==> src/rtl/tm_input_ctrl_if.sv <==
// Symbol handshake between the input front end and the core.
// Master presents a show-ahead head symbol; slave accepts with ready.
interface tm_input_ctrl_if #(
    parameter int SYM_W = 4
);
    logic [SYM_W-1:0] sym_data;
    logic             sym_valid;
    logic             sym_ready;

    modport master (
        output sym_data,
        output sym_valid,
        input  sym_ready
    );

    modport slave (
        input  sym_data,
        input  sym_valid,
        output sym_ready
    );
endinterface

==> src/rtl/tm_input_ctrl.sv <==
// Button/switch front end: sync, debounce, symbol FIFO and
// COLLECT/DRAIN/FINISH sequencing with an end-of-input strobe.
module tm_input_ctrl #(
    parameter int DEBOUNCE_CYCLES = 1000000,
    parameter int DEPTH           = 8,
    parameter int SYM_W           = 4
) (
    input  logic                     clock,
    input  logic                     reset,
    input  logic [SYM_W-1:0]         sw_in,
    input  logic                     btn_next_raw,
    input  logic                     btn_done_raw,
    tm_input_ctrl_if.master          sym,
    output logic                     end_pulse,
    output logic [$clog2(DEPTH):0]   occupancy,
    output logic                     overflow,
    output logic                     entry_open
);
    localparam int AW    = $clog2(DEPTH);
    localparam int OCC_W = AW + 1;
    localparam int CNT_W = $clog2(DEBOUNCE_CYCLES + 1);
    localparam logic [CNT_W-1:0] CNT_LAST =
        CNT_W'(DEBOUNCE_CYCLES - 1);

    typedef enum logic [1:0] {
        COLLECT,
        DRAIN,
        FINISH
    } state_t;

    state_t state;
    state_t state_n;

    logic [1:0]            btn_s1;
    logic [1:0]            btn_s2;
    logic [1:0]            stable;
    logic [1:0]            stable_d;
    logic [1:0]            press;
    logic [1:0][CNT_W-1:0] cnt;
    logic [SYM_W-1:0]      sw_s1;
    logic [SYM_W-1:0]      sw_s2;

    logic [SYM_W-1:0]      mem [DEPTH];
    logic [AW-1:0]         wr_ptr;
    logic [AW-1:0]         rd_ptr;
    logic [OCC_W-1:0]      count;

    logic next_press;
    logic done_press;
    logic full;
    logic pop;
    logic push_req;
    logic push;
    logic drop;
    logic drain_empty;

    // Bit 0 is Next, bit 1 is Done; each has its own counter.
    always_ff @(posedge clock) begin
        if (reset) begin
            btn_s1   <= '0;
            btn_s2   <= '0;
            sw_s1    <= '0;
            sw_s2    <= '0;
            stable   <= '0;
            stable_d <= '0;
            press    <= '0;
            cnt      <= '0;
        end else begin
            btn_s1   <= {btn_done_raw, btn_next_raw};
            btn_s2   <= btn_s1;
            sw_s1    <= sw_in;
            sw_s2    <= sw_s1;
            stable_d <= stable;
            press    <= stable & ~stable_d;
            for (int i = 0; i < 2; i++) begin
                if (btn_s2[i] == stable[i]) begin
                    cnt[i] <= '0;
                end else if (cnt[i] == CNT_LAST) begin
                    stable[i] <= ~stable[i];
                    cnt[i]    <= '0;
                end else begin
                    cnt[i] <= cnt[i] + CNT_W'(1);
                end
            end
        end
    end

    assign next_press = press[0];
    assign done_press = press[1];

    assign full     = (count == OCC_W'(DEPTH));
    assign pop      = (count != '0) && sym.sym_ready;
    assign push_req = next_press && (state == COLLECT);
    assign push     = push_req && (!full || pop);
    assign drop     = push_req && full && !pop;

    always_ff @(posedge clock) begin
        if (reset) begin
            for (int i = 0; i < DEPTH; i++) begin
                mem[i] <= '0;
            end
            wr_ptr   <= '0;
            rd_ptr   <= '0;
            count    <= '0;
            overflow <= 1'b0;
        end else begin
            if (push) begin
                mem[wr_ptr] <= sw_s2;
                wr_ptr      <= wr_ptr + AW'(1);
            end
            if (pop) begin
                rd_ptr <= rd_ptr + AW'(1);
            end
            unique case ({push, pop})
                2'b10:   count <= count + OCC_W'(1);
                2'b01:   count <= count - OCC_W'(1);
                default: count <= count;
            endcase
            if (drop) begin
                overflow <= 1'b1;
            end
        end
    end

    assign sym.sym_data  = mem[rd_ptr];
    assign sym.sym_valid = (count != '0);
    assign occupancy     = count;

    // No pushes in DRAIN, so emptiness next cycle depends on pop only.
    assign drain_empty = (count == '0) ||
                         ((count == OCC_W'(1)) && pop);

    always_ff @(posedge clock) begin
        if (reset) begin
            state <= COLLECT;
        end else begin
            state <= state_n;
        end
    end

    always_comb begin
        state_n = state;
        unique case (state)
            COLLECT: if (done_press)  state_n = DRAIN;
            DRAIN:   if (drain_empty) state_n = FINISH;
            FINISH:  state_n = COLLECT;
            default: state_n = COLLECT;
        endcase
    end

    always_comb begin
        end_pulse  = 1'b0;
        entry_open = 1'b0;
        unique case (1'b1)
            (state == COLLECT): entry_open = 1'b1;
            (state == FINISH):  end_pulse  = 1'b1;
            default: ;
        endcase
    end
endmodule

==> src/flat_wrapper.sv <==
// flat-port wrapper written by rule: the top's interface ports become plain ports
module tm_input_ctrl_flat 
#(
    parameter int DEBOUNCE_CYCLES = 1000000,
    parameter int DEPTH           = 8,
    parameter int SYM_W           = 4
)
  (clock, reset, sw_in, btn_next_raw, btn_done_raw, end_pulse, occupancy, overflow, entry_open, sym_sym_data, sym_sym_valid, sym_sym_ready);
  tm_input_ctrl_if #(.SYM_W(SYM_W)) sym_i ();
  input  logic clock;
  input  logic reset;
  input  logic [SYM_W-1:0] sw_in;
  input  logic btn_next_raw;
  input  logic btn_done_raw;
  output logic end_pulse;
  output logic [$clog2(DEPTH):0] occupancy;
  output logic overflow;
  output logic entry_open;
  output wire logic [$bits(sym_i.sym_data)-1:0] sym_sym_data;
  output wire logic [$bits(sym_i.sym_valid)-1:0] sym_sym_valid;
  input wire logic [$bits(sym_i.sym_ready)-1:0] sym_sym_ready;
  assign sym_sym_data = sym_i.sym_data;
  assign sym_sym_valid = sym_i.sym_valid;
  assign sym_i.sym_ready = sym_sym_ready;
  tm_input_ctrl #(.DEBOUNCE_CYCLES(DEBOUNCE_CYCLES), .DEPTH(DEPTH), .SYM_W(SYM_W)) u_core (.clock(clock), .reset(reset), .sw_in(sw_in), .btn_next_raw(btn_next_raw), .btn_done_raw(btn_done_raw), .sym(sym_i), .end_pulse(end_pulse), .occupancy(occupancy), .overflow(overflow), .entry_open(entry_open));
endmodule
==> config.mk <==
export PLATFORM = sky130hd
export DESIGN_NAME = tm_input_ctrl_flat
export DESIGN_NICKNAME = d
export VERILOG_FILES = /design/src/rtl/tm_input_ctrl_if.sv /design/src/rtl/tm_input_ctrl.sv /design/src/flat_wrapper.sv
export SDC_FILE = /design/constraint.sdc
export NUM_CORES = 1
export LEC_CHECK = 0
export BUFFER_PORTS_ARGS = -buffer_cell sky130_fd_sc_hd__buf_4
export CAP_MARGIN = 20
export CORE_MARGIN = 2
export CORE_UTILIZATION = 40
export CTS_CLUSTER_DIAMETER = 40
export DETAILED_ROUTE_END_ITERATION = 7
export PLACE_DENSITY_LB_ADDON = 0.12
export SLEW_MARGIN = 30
export SYNTH_ARGS = -nofsm -noshare
export SYNTH_HDL_FRONTEND = slang
export SYNTH_SLANG_ARGS = --single-unit
==> constraint.sdc <==
create_clock -name clock -period 2.1 [get_ports clock]
set_input_delay 0.315 -clock clock [delete_from_list [all_inputs] [get_ports clock]]
set_output_delay 0.315 -clock clock [all_outputs]
set_load 0.01 [all_outputs]
* Word level (Yosys, flattened, before mapping) *
Memory sizes are Yosys's and may differ from the RTL's. A register that Yosys moved wholly into a read port is not among the register bits.
Cells that the tools add are included.

word-level totals
  bits of input ports = 9
  bits in registers = 71
  memories = 1
  output and inout port bits = 12
  logic and storage cells = 76
  RAM bits = 32
  latch bits = 0
  ROM bits = 0

memory list
  name        words  bits a word  read ports  clocked after Yosys merged registers in  write ports  RTL line             source
  u_core.mem  8      4            1           1                                        8            tm_input_ctrl.sv:43  logic [SYM_W-1:0] mem [DEPTH];

operators by class
  $add $sub $neg = 6
  equality and inequality tests = 12
  bitwise gates (word level) = 6
  div/mod/pow operators = 0
  mux-type cells = 16
  shift-type cells = 0
  order comparisons = 0
  reduce and logical (&&, ||, !) cells = 20
  multipliers = 0

operators by type and width
  cell                                                                 number
  20-bit by 1-bit adder with 20-bit output (second input constant)     2
  20-bit == test (second input constant)                               2
  3-bit 2-to-1 mux                                                     3
  1-bit 2-to-1 mux                                                     8
  4-bit one-hot mux with 2 select lines                                1
  3-bit by 1-bit adder with 3-bit output (second input constant)       2
  1-bit logical AND                                                    6
  2-bit AND reduction                                                  3
  3-bit OR reduction                                                   2
  4-bit by 1-bit adder with 4-bit output (second input constant)       1
  2-bit by 1-bit == test with 1-bit output (second input constant)     2
  2-bit == test (second input constant)                                2
  4-bit by 1-bit == test with 1-bit output (second input constant)     1
  4-bit == test (second input constant)                                1
  4-bit logical NOT                                                    1
  2-bit 2-to-1 mux                                                     2
  4-bit 2-to-1 mux                                                     1
  2-bit by 1-bit != test with 1-bit output (second input constant)     2
  1-bit NOT                                                            4
  2-bit one-hot mux with 2 select lines                                1
  4-bit nonzero test                                                   1
  4-bit OR reduction                                                   1
  4-bit by 1-bit subtractor with 4-bit output (second input constant)  1
  2-bit AND                                                            1
  6 further kinds                                                      9

* Depth between registers and ports, before layout *
Gate-level depths: netlist of run 1.

  depth after elaboration = 9
  mapped depth = 10
  depth with buffers taken out = 10

* Worst setup path after synthesis of run 1 *
OpenSTA, ideal clock, no wires.

  kind = register to register
  start = register u_core.count[0] (netlist: u_core.occupancy[0])
  end = register u_core.count[3] (netlist: u_core.occupancy[3])
  required time = 1.972 ns
  clock period less this slack = 2.406 ns
  buffers on the path = 0
  slack = -0.306 ns
  setup time = 0.128 ns
  cell stages (with the launch flop) = 11
  data arrival time = 2.278 ns
  path through = dfxtp_1 > inv_1 > ha_1 > or3b_2 > nand2_1 > inv_1 > ha_1 > or4b_2 > a21oi_1 > xnor2_1 > nor2_1

on the way
  word-level cells in the longest chain between the ends = 6
  elaborated cells between the ends (all ways) = 12
  those cells by class = add/sub: 2; eq/ne: 3; mux: 1; reduce/logical: 6

ends and longest elaborated chain
  what                                                                         RTL line              source
  start: declaration                                                           tm_input_ctrl.sv:46   logic [OCC_W-1:0] count;
  start signal: assignment                                                     tm_input_ctrl.sv:115  2'b10: count <= count + OCC_W'(1);
  start signal: assignment                                                     tm_input_ctrl.sv:116  2'b01: count <= count - OCC_W'(1);
  start signal: assignment                                                     tm_input_ctrl.sv:117  default: count <= count;
  4-bit nonzero test (*)                                                       n/a
  named net sym_sym_valid                                                      flat_wrapper.sv:20    output wire logic [$bits(sym_i.sym_valid)-1:0] sym_sym_valid;
  1-bit logical AND (*)                                                        tm_input_ctrl.sv:92   assign pop = (count != '0) && sym.sym_ready;
  named net u_core.pop                                                         tm_input_ctrl.sv:51   logic pop;
  1-bit logical OR                                                             tm_input_ctrl.sv:94   assign push = push_req && (!full || pop);
  1-bit logical AND                                                            tm_input_ctrl.sv:94
  2-bit by 1-bit == test with 1-bit output or 2-bit == test (tied branches)    tm_input_ctrl.sv:114  unique case ({push, pop})
  4-bit one-hot mux with 2 select lines or 2-bit nonzero test (tied branches)  n/a

The timed path passes the listed nets; every way through them passes the cells marked *.
A chain may end at the register's enable or synchronous reset.

==> results.sh, run 1 <==
export IMPL_grt_overflow=0
export IMPL_rsz0062_at_grt="true"
export IMPL_crit_slowest_cell="mux4_2"
export IMPL_synth_common_cells="dfxtp_1, nor2_1, and2_1, edfxtp_1, xor2_1"
export IMPL_synth_top_area_frac=0.325
export IMPL_route_antenna_remaining_nets=0
export IMPL_utilization=0.486
export IMPL_synth_edff_count=32
export IMPL_drt_initial_drc_count=97
export IMPL_dpl_hpwl_um=5830
export IMPL_totalWireLength_um=8300
export IMPL_period_needed_ps=2050
export IMPL_route_top_layer_used="met4"
export IMPL_ys_warn_count=0
export IMPL_io_pins=21
export IMPL_met3_length_um=198
export IMPL_power_leakage_nw=1.82
export IMPL_cp_cell_sequence="buf_8 > mux4_2 > mux2_4 > buf_6"
export IMPL_cts_path_max_buffers=2
export IMPL_ys_types=44
export IMPL_root_buffer="clkbuf_16"
export IMPL_drive_gt1_frac=0.200
export IMPL_clkLatencyLatePin_ps=340
export IMPL_slew_headroom=0.702
export IMPL_grt_pass1_vias=2842
export IMPL_crit_path_end_kind="output pin"
export IMPL_rows=38
export IMPL_critical_path_max_stage_delay_ps=520
export IMPL_combinationalPowerShare=0.150
export IMPL_yosysSeqAreaShare=0.536
export IMPL_pwr_share_seq=0.494
export IMPL_synth_area_um2=4560
export IMPL_multi_input_area_um2=2080
export IMPL_switching_power_mw=1.13
export IMPL_drc_errors=0
export IMPL_synth_compound_area_frac=0.0502
export IMPL_cts_max_level=3
export IMPL_setup_viol=0
export IMPL_ir_drop_mv=0.401
export IMPL_pwr_share_clk=0.357
export IMPL_async_flop_share=0
export IMPL_stdcell_area_um2=5340
export IMPL_cts_buffers=9
export IMPL_outcome="complete, no violations"
export IMPL_grt_max_degree=32
export IMPL_antenna_found_initial=0
export IMPL_fp_coreArea_um2=11000
export IMPL_syn_avg_cell_area_um2=10.7
export IMPL_netlist_top_cell_by_area="dfxtp_1"
export IMPL_yosysMostFrequentCell="dfxtp_1"
export IMPL_vias=3016
export IMPL_cts_tree="yes"
export IMPL_fmax_mhz=488
export IMPL_whs_ps=173
export IMPL_synth_seq_cells=106
export IMPL_hold_viol=0
export IMPL_drv_slew=0
export IMPL_wire_per_inst_um=13.7
export IMPL_dr_wl_met2_um=4020
export IMPL_worstPathRequired_ps=1780
export IMPL_clkTransAtPathRegs_ps=80
export IMPL_seqCellArea_um2=2450
export IMPL_nets=476
export IMPL_drt_met1_wl_um=3970
export IMPL_fill_cells=1012
export IMPL_synth_fa_ha_area_frac=0.0220
export IMPL_die_h_um=111
export IMPL_cts_sinks=106
export IMPL_initial_core_util=0.415
export IMPL_syn_nets=443
export IMPL_worstSetupStartpointType="flip-flop"
export IMPL_critPathKind="flip-flop to output pin"
export IMPL_finalWeightedCongestion=0.767
export IMPL_grtUsageTotal=0.138
export IMPL_finalCritPeriodShare=0.975
export IMPL_netSwitchingFraction=0.249
export IMPL_synth_xor_area_frac=0.0653
export IMPL_arrival_ps=1730
export IMPL_fin_skew_ps=13.1
export IMPL_viasPerCell=4.99
export IMPL_drt_pass1_iter_count=4
export IMPL_synth_top_family_by_area="simple AND/OR/NAND/NOR gates"
export IMPL_internal_power_mw=3.40
export IMPL_grt_pass1_wl_um=13800
export IMPL_synthMuxAreaShare=0.0538
export IMPL_yosys_top_cells_area="dfxtp_1, edfxtp_1, and2_1, mux4_2, xor2_1"
export IMPL_die_w_um=111
export IMPL_syn_to_final_growth_pct=17.1
export IMPL_synth_ff_type="dfxtp_1"
export IMPL_port_buffers=20
export IMPL_cellPowerDensity_nw_per_um2=848
export IMPL_post_cts_buffers=0
export IMPL_crit_fanout=8
export IMPL_yosys_area_share_simple=0.249
export IMPL_synthCells=426
export IMPL_maxCapViolations=0
export IMPL_tightestPinTransition_ps=441
export IMPL_placed_area_um2=5020
export IMPL_die_area_um2=12300
export IMPL_hold_path_class="input pin to flip-flop"
export IMPL_antenna_cells=0
-- layer usage --
metal,up-vias,track usage
met5,-,0
met4,0,0.0575
met3,10,0.0295
met2,18,0.225
met1,1420,0.178
li1,1568,-
-- sequential cells by signal, indices dropped and copies added (netlist names), named ones only --
name,cells
u_core.rd_ptr,3
u_core.wr_ptr,3
u_core.mem,32
u_core.stable,2
u_core.sw_s2,4
u_core.cnt,40
u_core.stable_d,2
u_core.overflow,1
u_core.btn_s2,2
u_core.state,2
u_core.sw_s1,4
u_core.occupancy,4
u_core.btn_s1,2
u_core.press,2
-- stage by stage --
stage | cells | setup TNS [ps] | total power [mW] | setup WS [ps]
2_1_floorplan | 426 | 0 | 2.70 | 69.6
3_3_place_gp | 588 | 0 | 2.91 | 78.8
4_1_cts | 604 | 0 | 4.55 | 2.16
5_1_grt | 604 | -59.5 | 4.73 | -18.3
3_5_place_dp | 588 | 0 | 2.91 | 41.1
6_report | 604 | 0 | 4.53 | 52.9
-- placed cells by master (no fill, tap or decap), types with 6 or more instances in the layout --
| cell | instances |
|---|---|
| dfxtp_1 | 71 |
| nor2_1 | 46 |
| and2_1 | 32 |
| edfxtp_1 | 32 |
| buf_4 | 31 |
| xor2_1 | 20 |
| nor2b_1 | 17 |
| a21oi_1 | 14 |
| nand3_1 | 14 |
| xnor2_1 | 14 |
| nor3_1 | 13 |
| inv_1 | 12 |
| nand4_1 | 12 |
| nand2_1 | 12 |
| or2_2 | 11 |
| or3_1 | 10 |
| clkbuf_16 | 9 |
| mux4_2 | 8 |
| or4_1 | 7 |
| o21ai_0 | 6 |
| o31ai_1 | 6 |
| ha_1 | 6 |
-- worst paths after layout --
check                      startpoint                   to  slack, ps  depth (start not counted)
setup / recovery            flip-flop      sym_sym_data[2]         50                          4
hold / removal               sw_in[0]      u_core.sw_s1[0]        170                          2
setup reg to reg  u_core.occupancy[1]  u_core.occupancy[3]         80                         10
hold reg to reg    u_core.stable_d[0]      u_core.press[0]        390                          1
-- repair_timing --
item,CTS,global route
hold buffers,0,0
resized for setup,3,6
hold endpoints to repair,0,0
setup endpoints to repair,4,6
pin swaps,0,1
gates cloned,0,0
-- final cells by class --
| type | count | area share |
|---|---|---|
| Sequential cell | 106 | 0.459 |
| Multi-Input combinational cell | 293 | 0.390 |
| Timing Repair Buffer | 35 | 0.0544 |
| Clock buffer | 9 | 0.0422 |
| Tap cell | 140 | 0.0328 |
| Clock inverter | 7 | 0.0117 |
| Inverter | 14 | 0.00985 |
-- cell families after synthesis --
logic type,count (synthesis)
AO/OA/AOI/OAI,36
XOR/XNOR,34
adder cells (fa/ha/maj),8
buffers and inverters,27
flip-flops,106
multiplexers,14
AND/OR/NAND/NOR,201
-- power by group through the flow --
stage,sequential (mW),clock [mW],combinational [mW]
final,2.23,1.61,0.677
after global routing,2.24,1.74,0.740
after CTS,2.23,1.66,0.648
after detailed placement,2.28,0,0.634
after global placement,2.28,0,0.633
after floorplan,2.28,0,0.420
-- critical path: cells and delay by family (launching register included) --
family / cells / cell delay, ps
flops: 1 / 340
buf+inv: 2 / 260
mux: 2 / 800
Power figures use the tool's default switching activity.
==> run 2: changes to the inputs <==
clock period = 1.7 ns   (was 2.1 ns; I/O delays follow)
==> results.sh, run 2 (synthesis results as in run 1) <==
export IMPL_crit_path_end_kind="output pin"
export IMPL_grtUsageTotal=0.157
export IMPL_top_regs="u_core.cnt x40, u_core.mem x32"
export IMPL_final_common_cell="buf_4"
export IMPL_drt_pass1_iter_count=6
export IMPL_cellPowerDensity_nw_per_um2=964
export IMPL_multi_input_area_um2=2320
export IMPL_drv_slew=0
export IMPL_viasPerCell=4.96
export IMPL_die_w_um=111
export IMPL_outcome="finished with violations"
export IMPL_io_pins=21
export IMPL_worstPathRequired_ps=1440
export IMPL_route_antenna_remaining_nets=0
export IMPL_seqCellArea_um2=2460
export IMPL_port_buffers=20
export IMPL_final_cell_mix="buf_4, dfxtp_1, edfxtp_1"
export IMPL_slew_headroom=0.739
export IMPL_drc_errors=0
export IMPL_cts_hold_buf=0
export IMPL_cts_tree="yes"
export IMPL_pre_cts_ws_ps=-222
export IMPL_critPathTopFamily="multiplexers"
export IMPL_die_h_um=111
export IMPL_total_power_mw=5.95
export IMPL_setup_viol=59
export IMPL_drive_gt1_frac=0.392
export IMPL_rows=38
export IMPL_crit_fanout=8
export IMPL_netSwitchingFraction=0.232
export IMPL_combinationalPowerShare=0.201
export IMPL_critPathKind="flip-flop to output pin"
export IMPL_path_buf_inv=2
export IMPL_clkLatencyLatePin_ps=340
export IMPL_hold_path_class="input pin to flip-flop"
export IMPL_drt_initial_drc_count=146
export IMPL_largest_reg_flops=40
export IMPL_arrival_ps=1740
export IMPL_antenna_cells=0
export IMPL_grt_overflow=0
export IMPL_die_area_um2=12300
export IMPL_clkTransAtPathRegs_ps=70
export IMPL_cts_buffers=9
export IMPL_fp_coreArea_um2=11000
export IMPL_fill_cells=933
export IMPL_finalWeightedCongestion=0.789
export IMPL_finalCritPeriodShare=1.18
export IMPL_top_register="u_core.cnt"
export IMPL_tightestPinTransition_ps=391
export IMPL_vias=3290
export IMPL_power_leakage_nw=2.22
export IMPL_pwr_share_clk=0.334
export IMPL_switching_power_mw=1.38
export IMPL_wire_per_inst_um=13.9
export IMPL_worstSetupStartpointType="flip-flop"
export IMPL_fin_skew_ps=6.54
export IMPL_initial_core_util=0.415
export IMPL_root_buffer="clkbuf_16"
export IMPL_setup_ws_ps=-298
export IMPL_antenna_found_initial=0
export IMPL_cp_cell_sequence="buf_12 > mux4_2 > mux2_4 > buf_6"
export IMPL_nets=536
export IMPL_grt_pass1_wl_um=15900
export IMPL_grt_max_degree=38
export IMPL_crit_slowest_cell="mux4_2"
export IMPL_grt_pass1_vias=3321
export IMPL_cts_sinks=106
export IMPL_maxCapViolations=0
export IMPL_ir_drop_mv=0.601
export IMPL_period_needed_ps=2000
export IMPL_fmax_mhz=501
export IMPL_violations="setup timing"
export IMPL_rsz0062_at_grt="true"
export IMPL_hold_viol=0
export IMPL_pwr_share_seq=0.465
export IMPL_setup_tns_ps=-8430
export IMPL_dpl_hpwl_um=6450
export IMPL_totalWireLength_um=9220
export IMPL_cts_path_max_buffers=2
export IMPL_internal_power_mw=4.57
export IMPL_syn_to_final_growth_pct=35.4
export IMPL_critical_path_max_stage_delay_ps=520
export IMPL_cts_max_level=3
[run 2: power groups by stage]
stage / clock (mW) / combinational [mW] / sequential [mW]
after floorplan: 0 / 0.558 / 2.82
after global placement: 0 / 0.949 / 2.81
after detailed placement: 0 / 0.968 / 2.82
after CTS: 2.05 / 1.09 / 2.76
after global routing: 2.16 / 1.30 / 2.78
final: 1.98 / 1.20 / 2.77
[run 2: stage by stage]
| stage | hold WS, ps | utilization | std cells | instance area, um^2 |
|---|---|---|---|---|
| 6_report | 130 | 0.562 | 663 | 6170 |
| 2_1_floorplan | 367 | - | 426 | 4650 |
| 3_3_place_gp | 372 | 0.495 | 636 | 5430 |
| 4_1_cts | 117 | 0.542 | 658 | 5960 |
| 5_1_grt | 138 | 0.562 | 663 | 6170 |
| 3_5_place_dp | 379 | 0.495 | 636 | 5430 |
[run 2: worst reg2reg max path, stage by stage, from the launching register on]
cell	delay, ps
dfxtp_2	320
or4bb_1	500
or4_4	560
o21ai_4	190
buf_12	150
buf_12	120
a21oi_4	30
[run 2: layer usage]
| metal | global-route usage | vias to the layer above | part of all wire |
|---|---|---|---|
| li1 | - | 1685 | - |
| met3 | 0.0372 | 11 | 0.024 |
| met1 | 0.201 | 1570 | 0.46 |
| met4 | 0.0508 | 0 | 0.013 |
| met2 | 0.263 | 24 | 0.51 |
| met5 | 0 | - | 0 |
[run 2: area by class of cell]
cell class	count	area share
repair buffers	95	0.143
clock buffers	12	0.0383
inverters	14	0.00892
clock inverters	3	0.00669
multi-input cells	293	0.376
flip-flops and latches	106	0.399
well taps	140	0.0284
[run 2: repair_timing]
item	CTS	global route
pin swaps	7	9
cloned	3	0
endpoints found under the setup margin	60	87
gates resized for setup	34	56
buffers inserted	5	7
[run 2: final timing paths]
check | startpoint | endpoint | slack (ps) | cells after the start
setup / recovery | flip-flop | sym_sym_data[3] | -300 | 4
hold / removal | sw_in[1] | u_core.sw_s1[1] | 130 | 2
setup reg to reg | u_core.cnt[26] | u_core.cnt[38] | -290 | 6
hold reg to reg | u_core.stable_d[1] | u_core.press[1] | 380 | 1
==> run 3: changes to the inputs <==
TNS_END_PERCENT = 20   (was not set)
clock period = 2.2 ns   (was 1.7 ns; I/O delays follow)
==> results.sh, run 3 (synthesis results as in run 1) <==
export IMPL_grt_use_met2=0.234
export IMPL_stdcell_area_um2=5300
export IMPL_vias=3048
export IMPL_crit_path_end_kind="output pin"
export IMPL_fp_coreArea_um2=11000
export IMPL_crit_slowest_cell="mux4_2"
export IMPL_maxCapViolations=0
export IMPL_syn_to_final_growth_pct=16.4
export IMPL_wire_per_inst_um=13.8
export IMPL_totalWireLength_um=8380
export IMPL_final_common_cell="dfxtp_1"
export IMPL_pwr_share_clk=0.372
export IMPL_cp_cell_sequence="buf_4 > mux4_2 > mux2_2 > buf_4"
export IMPL_grt_overflow=0
export IMPL_setup_tns_ps=0
export IMPL_setup_viol=0
export IMPL_cts_sinks=106
export IMPL_ir_drop_mv=0.416
export IMPL_path_buf_inv=2
export IMPL_internal_power_mw=3.31
export IMPL_hold_path_class="input pin to flip-flop"
export IMPL_clkTransAtPathRegs_ps=70
export IMPL_worstPathRequired_ps=1870
export IMPL_clkLatencyLatePin_ps=340
export IMPL_met3_usage=0.0246
export IMPL_port_buffers=20
export IMPL_crit_fanout=8
export IMPL_fin_skew_ps=5.30
export IMPL_drt_initial_drc_count=86
export IMPL_dpl_hpwl_um=5970
export IMPL_grt_max_degree=39
export IMPL_busiest_layer="met2"
export IMPL_root_buffer="clkbuf_16"
export IMPL_viasPerCell=5.03
export IMPL_die_area_um2=12300
export IMPL_critical_path_max_stage_delay_ps=530
export IMPL_route_antenna_remaining_nets=0
export IMPL_post_cts_buffers=0
export IMPL_die_h_um=111
export IMPL_top_regs="u_core.cnt x40, u_core.mem x32"
export IMPL_switching_power_mw=1.03
export IMPL_grt_pass1_vias=2907
export IMPL_largest_reg_flops=40
export IMPL_rsz0062_at_grt="false"
export IMPL_rows=38
export IMPL_gr_usage_met1=0.180
export IMPL_top_register="u_core.cnt"
export IMPL_cts_max_level=3
export IMPL_outcome="complete, no violations"
export IMPL_tightestPinTransition_ps=403
export IMPL_fill_cells=1014
export IMPL_grtUsageTotal=0.140
export IMPL_drv_slew=0
export IMPL_cts_buffers=9
export IMPL_multi_input_area_um2=2040
export IMPL_drc_errors=0
export IMPL_fmax_mhz=472
export IMPL_die_w_um=111
export IMPL_pwr_share_seq=0.489
export IMPL_power_leakage_nw=1.82
export IMPL_nets=478
export IMPL_cellPowerDensity_nw_per_um2=818
export IMPL_period_needed_ps=2120
export IMPL_combinationalPowerShare=0.140
export IMPL_cts_path_max_buffers=2
export IMPL_grt_pass1_wl_um=14100
export IMPL_io_pins=21
export IMPL_placed_area_um2=5000
export IMPL_worstSetupStartpointType="flip-flop"
export IMPL_seqCellArea_um2=2450
export IMPL_drt_pass1_iter_count=4
export IMPL_cts_tree="yes"
export IMPL_worst_path_most_repeated_cell="buf_4"
export IMPL_arrival_ps=1790
export IMPL_netSwitchingFraction=0.238
export IMPL_critPathTopFamily="multiplexers"
export IMPL_finalCritPeriodShare=0.964
export IMPL_final_cell_mix="dfxtp_1, nor2_1, buf_4"
export IMPL_critPathKind="flip-flop to output pin"
export IMPL_drive_gt1_frac=0.197
export IMPL_initial_core_util=0.415
export IMPL_antenna_found_initial=0
export IMPL_finalWeightedCongestion=0.764
export IMPL_slew_headroom=0.729
export IMPL_whs_ps=196
export IMPL_antenna_cells=0
export IMPL_hold_viol=0
## run 3: cell types whose count changed in the layout (fill, tap and decap cells not counted), moves of 5 or more
cell	delta
buf_4	-37
nor2_1	+16
buf_6	-15
and2_1	+14
and2_4	-14
nor2_2	-13
or2_2	+9
or2_4	-9
dfxtp_1	+8
a21oi_1	+7
dfxtp_2	-7
a21oi_2	-5
## run 3: repair_timing
| action | 4_1_cts | 5_1_grt |
|---|---|---|
| resized for setup | 0 | 2 |
| setup endpoints to repair | 0 | 1 |
| hold buffers | 0 | 0 |
## run 3: power groups by stage
stage / registers [mW] / logic, mW / clock network [mW]
3_5_place_dp: 2.17 / 0.603 / 0
4_1_cts: 2.12 / 0.608 / 1.66
3_3_place_gp: 2.17 / 0.598 / 0
5_1_grt: 2.13 / 0.662 / 1.73
6_report: 2.12 / 0.607 / 1.61
2_1_floorplan: 2.17 / 0.383 / 0
## run 3: path summary, 6_finish.rpt
path,cells after the start,slack [ps],from,endpoint
setup / recovery,4,80,flip-flop,sym_sym_data[0]
hold / removal,2,200,sw_in[2],u_core.sw_s1[2]
setup reg to reg,8,170,u_core.occupancy[1],u_core.mem[0][2]
hold reg to reg,1,380,u_core.stable_d[1],u_core.press[1]
## run 3: cell type report
cell class,count,area share
multi-input cells,293,0.385
clock buffers,9,0.0425
inverters,14,0.00991
flip-flops and latches,106,0.461
clock inverters,7,0.0139
repair buffers,37,0.0547
well taps,140,0.0330
## run 3: per-stage QoR
stage	power, mW	worst slack (ps)	util	std cells
4_1_cts	4.39	13.1	0.482	606
5_1_grt	4.52	7.12	0.483	606
3_3_place_gp	2.76	53.3	0.455	590
2_1_floorplan	2.55	6.82	-	426
6_report	4.34	79.3	0.483	606
3_5_place_dp	2.77	24.1	0.455	590
## run 3: per-layer routing
layer  vias to the layer above  share of wire
li1                       1567              -
met5                         -              0
met4                         0          0.018
met2                        19           0.49
met3                        11          0.017
met1                      1451           0.48
## run 3: worst register-to-register path, stage by stage (launching register included)
cell       delay [ps]
dfxtp_2           320
inv_1              60
ha_2              190
nand4bb_1         140
nand3_2           130
buf_4             180
nor4b_1           360
buf_4             200
or2_2             160
